[src/rtl/msrv32_ifetch_buffer.sv]
// Instruction fetch unit: drives the instruction-memory request and holds
// fetched words in a two-entry buffer for decode, with branch/trap redirects.
module msrv32_ifetch_buffer #(
    parameter logic [31:0] BOOT_ADDRESS = 32'h0000_0000,
    parameter int          DEPTH        = 2
) (
    input  logic        clk_in,
    input  logic        rst_in,
    input  logic [31:0] iaddr_in,
    input  logic        flush_in,
    output logic [31:0] fetch_pc_out,
    output logic        ahb_ready_out,
    output logic        imem_req_out,
    output logic [31:0] imem_addr_out,
    input  logic        imem_ready_in,
    input  logic [31:0] imem_rdata_in,
    input  logic        imem_err_in,
    output logic [31:0] instr_out,
    output logic [31:0] pc_out,
    output logic        fault_out,
    output logic        instr_valid_out,
    input  logic        instr_ready_in
);

    typedef enum logic [1:0] {
        IDLE       = 2'd0,
        FETCH      = 2'd1,
        WAIT_SPACE = 2'd2,
        DRAIN      = 2'd3
    } state_t;

    localparam logic [1:0]  FULL = 2'(DEPTH);
    localparam logic [31:0] NOP  = 32'h0000_0013;

    function automatic logic is_misaligned(input logic [31:0] addr);
        return addr[1:0] != 2'b00;
    endfunction

    state_t      state_r, state_nxt_s;
    logic        boot_armed_r;
    logic [31:0] fetch_pc_r, fetch_pc_nxt_s;
    logic [31:0] redirect_r, redirect_nxt_s;
    logic [31:0] pc_mem_r    [0:1];
    logic [31:0] instr_mem_r [0:1];
    logic        fault_mem_r [0:1];
    logic        wr_ptr_r, rd_ptr_r;
    logic [1:0]  count_r, count_nxt_s;
    logic        misaligned_s, complete_s, pop_s, push_s, clear_s, ahb_ready_s;

    // Next-state, fetch address and buffer control decisions
    always_comb begin
        state_nxt_s    = state_r;
        fetch_pc_nxt_s = fetch_pc_r;
        redirect_nxt_s = redirect_r;
        ahb_ready_s    = 1'b0;
        push_s         = 1'b0;
        clear_s        = 1'b0;
        misaligned_s   = is_misaligned(fetch_pc_r);
        // A misaligned address is never put on the bus; it completes at once.
        complete_s     = (state_r == FETCH) && (misaligned_s || imem_ready_in);
        pop_s          = (count_r != 2'd0) && instr_ready_in && !flush_in;
        case (state_r)
            IDLE: begin
                if (boot_armed_r) begin
                    state_nxt_s = FETCH;
                    if (flush_in) begin
                        fetch_pc_nxt_s = iaddr_in;
                        ahb_ready_s    = 1'b1;
                    end else begin
                        fetch_pc_nxt_s = fetch_pc_r;
                    end
                end else begin
                    state_nxt_s = IDLE;
                end
            end
            FETCH: begin
                if (flush_in) begin
                    clear_s = 1'b1;
                    if (complete_s) begin
                        fetch_pc_nxt_s = iaddr_in;
                        ahb_ready_s    = 1'b1;
                        state_nxt_s    = FETCH;
                    end else begin
                        redirect_nxt_s = iaddr_in;
                        state_nxt_s    = DRAIN;
                    end
                end else if (complete_s) begin
                    push_s         = 1'b1;
                    fetch_pc_nxt_s = iaddr_in;
                    ahb_ready_s    = 1'b1;
                    state_nxt_s    = ((count_r + 2'd1 - {1'b0, pop_s}) < FULL) ? FETCH : WAIT_SPACE;
                end else begin
                    state_nxt_s = FETCH;
                end
            end
            WAIT_SPACE: begin
                if (flush_in) begin
                    clear_s        = 1'b1;
                    fetch_pc_nxt_s = iaddr_in;
                    ahb_ready_s    = 1'b1;
                    state_nxt_s    = FETCH;
                end else if (pop_s) begin
                    state_nxt_s = FETCH;
                end else begin
                    state_nxt_s = WAIT_SPACE;
                end
            end
            DRAIN: begin
                clear_s = flush_in;
                // The abandoned transfer must finish before the redirect target is issued.
                if (imem_ready_in) begin
                    fetch_pc_nxt_s = flush_in ? iaddr_in : redirect_r;
                    ahb_ready_s    = 1'b1;
                    state_nxt_s    = FETCH;
                end else if (flush_in) begin
                    redirect_nxt_s = iaddr_in;
                    state_nxt_s    = DRAIN;
                end else begin
                    state_nxt_s = DRAIN;
                end
            end
            default: begin
                state_nxt_s = IDLE;
            end
        endcase
        if (clear_s) begin
            count_nxt_s = 2'd0;
        end else begin
            count_nxt_s = count_r + {1'b0, push_s} - {1'b0, pop_s};
        end
    end

    // State, fetch address, redirect target and buffer storage
    always_ff @(posedge clk_in or negedge rst_in) begin
        if (!rst_in) begin
            state_r      <= IDLE;
            boot_armed_r <= 1'b0;
            fetch_pc_r   <= BOOT_ADDRESS;
            redirect_r   <= 32'h0000_0000;
            count_r      <= 2'd0;
            wr_ptr_r     <= 1'b0;
            rd_ptr_r     <= 1'b0;
            for (int i = 0; i < 2; i++) begin
                pc_mem_r[i]    <= 32'h0000_0000;
                instr_mem_r[i] <= 32'h0000_0000;
                fault_mem_r[i] <= 1'b0;
            end
        end else begin
            state_r      <= state_nxt_s;
            boot_armed_r <= 1'b1;
            fetch_pc_r   <= fetch_pc_nxt_s;
            redirect_r   <= redirect_nxt_s;
            count_r      <= count_nxt_s;
            if (push_s) begin
                pc_mem_r[wr_ptr_r]    <= fetch_pc_r;
                instr_mem_r[wr_ptr_r] <= misaligned_s ? NOP : imem_rdata_in;
                fault_mem_r[wr_ptr_r] <= imem_err_in | misaligned_s;
            end else begin
                pc_mem_r[wr_ptr_r] <= pc_mem_r[wr_ptr_r];
            end
            if (clear_s) begin
                wr_ptr_r <= 1'b0;
                rd_ptr_r <= 1'b0;
            end else begin
                wr_ptr_r <= wr_ptr_r ^ push_s;
                rd_ptr_r <= rd_ptr_r ^ pop_s;
            end
        end
    end

    assign fetch_pc_out    = fetch_pc_r;
    assign imem_addr_out   = fetch_pc_r;
    assign imem_req_out    = ((state_r == FETCH) && !misaligned_s) || (state_r == DRAIN);
    assign ahb_ready_out   = ahb_ready_s;
    assign instr_valid_out = count_r != 2'd0;
    assign instr_out       = instr_valid_out ? instr_mem_r[rd_ptr_r] : 32'h0000_0000;
    assign pc_out          = instr_valid_out ? pc_mem_r[rd_ptr_r]    : 32'h0000_0000;
    assign fault_out       = instr_valid_out ? fault_mem_r[rd_ptr_r] : 1'b0;

endmodule

[config.mk]
export PLATFORM = sky130hd
export DESIGN_NAME = msrv32_ifetch_buffer
export DESIGN_NICKNAME = d
export VERILOG_FILES = /design/src/rtl/msrv32_ifetch_buffer.sv
export SDC_FILE = /design/constraint.sdc
export NUM_CORES = 1
export LEC_CHECK = 0
export ABC_CLOCK_PERIOD_IN_PS = 1930
export CORE_MARGIN = 3
export CORE_UTILIZATION = 46
export CTS_CLUSTER_SIZE = 10
export DETAILED_ROUTE_END_ITERATION = 8
export MAX_ROUTING_LAYER = met4
export PLACE_DENSITY_LB_ADDON = 0.25
export SETUP_SLACK_MARGIN = 0.4
export SLEW_MARGIN = 20
export SYNTH_ARGS = -nofsm -noshare
export SYNTH_HDL_FRONTEND = slang
export SYNTH_SLANG_ARGS = --single-unit
export TNS_END_PERCENT = 30
[constraint.sdc]
create_clock -name clk_in -period 1.93 [get_ports clk_in]
set_input_delay 0.386 -clock clk_in [delete_from_list [all_inputs] [get_ports clk_in]]
set_output_delay 0.386 -clock clk_in [all_outputs]
set_load 0.005 [all_outputs]
==> summary.txt <==
Status
  – Status: finished, violations left
  – Violated checks: negative setup slack

Layout
  – Final net count: 1231
  – Post-Layout Inst Area: 13810 um^2
  – Register area: 5044 um^2
  – Layout area overhead: 45.89%
  – Multi-input gate area in the final layout: 4547 um^2
  – ANT cells: 0
  – Filler instances: 1435
  – Share of cells above drive strength 1: 41.99%
  – Post-Layout Cell Count: 1432

Min path
  – Hold WC Path Type: input port to asynchronous set/reset pin

GRT
  – Final global-route overflow total: 0
  – Number of antenna violations at the first check in global routing: 0
  – GRT Util Overall: 23.71%
  – Vias in the first global route: 7518
  – Largest net degree at the start of global routing: 65
  – First-pass GRT wire length: 40850 um

Setup path
  – Worst endpoint required time: 1.54 ns
  – RR Endpoint: count_r[1]
  – Startpoint types: register
  – Crit path cell chain: buf_6, buf_12, buf_6, buf_16, mux2i_1, nor2_1, buf_2
  – Slowest CP cell: dfrtp_4
  – WP data arrival: 1.91 ns
  – Worst-path fanout max: 5
  – Crit end category: output port
  – Reg2reg start: count_r[0]
  – R2R cell count: 10
  – CP max stage delay: 0.49 ns
  – Worst-case register-to-register setup slack: -0.02 ns
  – Crit path kind: register to output port
  – Cell repeated most along the worst path: buf_6

Route
  – Drt drc: 0
  – Post-route ant nets: 0
  – Vias post-DR: 7461
  – Routed len/inst: 18.77 um
  – Drt total wl: 26880 um
  – DR pass1 iterations: 5
  – DRT iter0 DRCs: 363
  – Via density: 5.210

STA
  – Final period utilization: 119.1%
  – Worst Slack Setup Final: -0.3679 ns
  – Final Hold Fails: 0
  – Crit path time final: 2.298 ns
  – Unrepaired setup endpoints after global routing: true
  – Slew Limit Fails: 0
  – Clk_skew: 0.01946 ns
  – Setup violators final: 68
  – Hold_ws: 0.4259 ns
  – Max Clock Freq: 435.2 MHz
  – Max_slew headroom: 61.16%
  – Worst slew pin tran: 0.5826 ns

Clock tree
  – Clock slew at reported path FFs: 0.06 ns
  – Clk root buf: clkbuf_16
  – Sink Count: 201
  – H-tree lvl count: 1
  – TritonCTS clock tree: built
  – CTS buffer count: 24
  – Longest Clk Path Bufs: 3
  – Clk_lat worst skew: 0.51 ns

Synthesis
  – Ys Warns: 0
  – Post-synth EDFFs: 0
  – Seq/Total Area, Yosys: 53.12%
  – Adder-cell share of the synthesized area: 0.1321%
  – XOR/XNOR Fraction of Synth Area: 0.2775%
  – #FFs+latches synth: 201
  – Multiplexer area fraction after synthesis: 19.37%
  – Synthesized Nets: 968
  – Combinational family with the most area after synthesis: multiplexers
  – Cells after Synth: 897
  – Post-synth top flop: dfrtp_1
  – Simple-Gate Fraction of Synth Area: 13.68%
  – Asr flop ratio synth: 100.0%
  – Syn Area/Cell: 10.56 um^2
  – Post-synthesis instance area: 9469 um^2
  – Synth Area in Compound Gates: 6.712%
  – Synth cell types: 42

Power and ir drop
  – Max rail drop VDD: 0.7680 mV
  – Leak pwr: 6.822 nW
  – Tot Pwr: 23.50 mW
  – PwrDens: 1701 nW/um^2

Place
  – Placed Cells: 1324
  – DP HPWL: 15500 um
  – Pre-CTS worst setup slack: -0.5006 ns
  – Gpl congestion: 0.8447
  – IO buf count: 201
  – Post-DP Area: 11970 um^2

Die
  – # IOs: 202
  – Core area: 19850 um^2
  – Die X-Extent: 149.5 um
  – Die height: 149.5 um
  – DIE AREA: 22340 um^2
  – Initial Util: 47.71%
  – Row count: 51

Flow run
  – Max cap viols: 0
==> cells by family (layout without fill, tap and decap cells) <==
| group | count (synthesis) | count (layout) |
|---|---|---|
| muxes | 161 | 161 |
| and+or+nand+nor | 317 | 317 |
| AOI/OAI and AO/OA | 116 | 116 |
| buffers and inverters | 97 | 367 |
| xor gates and xnor gates | 3 | 3 |
| other | 1 | 1 |
| adders and majority gates | 1 | 1 |
| DFF | 201 | 201 |
==> synth_stat cells (all sizes together) (2+ instances only) <==
cell	number	area, um^2
o32ai	2	17.52
mux2	64	863.3
o22ai	2	12.51
and2	2	12.51
nor2	70	270.3
mux2i	97	970.9
inv	5	18.77
clkbuf	15	62.56
a211oi	2	15.01
nand2	227	854.6
dfrtp	201	5030
nand4	2	42.54
buf	77	550.5
o21ai	102	533.0
nand2b	3	18.77
xor2	2	17.52
nor3	7	35.03
nand3b	2	27.53
a21oi	3	15.01
==> routing by layer <==
layer | track usage [%] | up-vias | routed length (um)
met4 | 5.904 | 0 | 573
met5 | - | - | 0
met1 | 30.90 | 3725 | 11290
met3 | 3.876 | 42 | 1502
met2 | 39.19 | 212 | 13520
li1 | - | 3482 | -
==> cell type report <==
class / count / area share [%]
tap: 265 / 2.400
timing repair buffer: 329 / 23.20
inverter: 5 / 0.1540
clock inverter: 1 / 0.1177
multi-input combinational: 599 / 32.91
sequential: 201 / 36.51
clock buffer: 32 / 4.710
==> power by group <==
part	switching [mW]	leakage, nW	internal (mW)
Clock	1.66	0.324	2.32
Combinational	5.52	3.99	6.62
Sequential	1.31	2.51	6.08
Total	8.49	6.82	15.0
==> worst max-delay path by stage <==
stage                        startpoint            end  slack, ns  cells after the start
final                          rd_ptr_r  instr_out[25]      -0.37                      7
after global routing           rd_ptr_r  instr_out[25]      -0.43                      7
after detailed placement  imem_ready_in     count_r[1]      -0.50                      9
after floorplan           imem_ready_in     count_r[1]      -0.10                      9
after global placement    imem_ready_in     count_r[1]      -0.50                      9
after CTS                      rd_ptr_r  instr_out[18]      -0.37                      7
==> worst max-delay path: cells and delay by family (launching register included) <==
kind | cells | cell delay [ns]
buf+inv | 5 | 0.66
flops | 1 | 0.49
mux | 1 | 0.12
simple gates | 1 | 0.12
==> metrics by stage <==
| stage | setup TNS, ns | util, % |
|---|---|---|
| floorplan | -0.1028 | - |
| CTS | -16.74 | 66.11 |
| finish | -15.72 | 69.61 |
| global route | -20.36 | 69.61 |
| global placement | -36.26 | 60.31 |
| detailed placement | -36.84 | 60.31 |
==> cells in the final DEF, fill, tap and decap left out, types with 3 or more instances in the layout <==
| master | count |
|---|---|
| clkbuf_16 | 26 |
| buf_8 | 5 |
| nand2_4 | 30 |
| inv_1 | 3 |
| bufbuf_16 | 3 |
| clkbuf_1 | 6 |
| buf_4 | 47 |
| mux2i_2 | 13 |
| dfrtp_2 | 8 |
| buf_16 | 9 |
| o21ai_0 | 8 |
| mux2_4 | 64 |
| nand2b_1 | 3 |
| buf_6 | 56 |
| nand2_8 | 4 |
| buf_12 | 24 |
| clkdlybuf4s50_1 | 68 |
| nand2_1 | 187 |
| o21ai_1 | 37 |
| o21ai_2 | 56 |
| dfrtp_1 | 192 |
| nor2_4 | 3 |
| nor3_1 | 5 |
| clkbuf_2 | 9 |
| nor2_1 | 67 |
| clkbuf_8 | 3 |
| buf_2 | 104 |
| mux2i_1 | 84 |
| nand2_2 | 6 |
==> flip-flops by register name, summed over array words and instances, names as in the netlist, 2 cells and up <==
signal and count:
fault_mem_r 2, state_r 2, count_r 2, fetch_pc_out 32
redirect_r 32, pc_mem_r 64, instr_mem_r 64
==> timing repair <==
action,in CTS,in global routing
gates cloned,11,2
setup endpoints to repair,328,290
setup buffers,51,10
pin swaps,53,142
resized for setup,588,263
hold buffers,1,0
hold endpoints to repair,56,0
No activity file was read; power rests on OpenSTA's default activity.
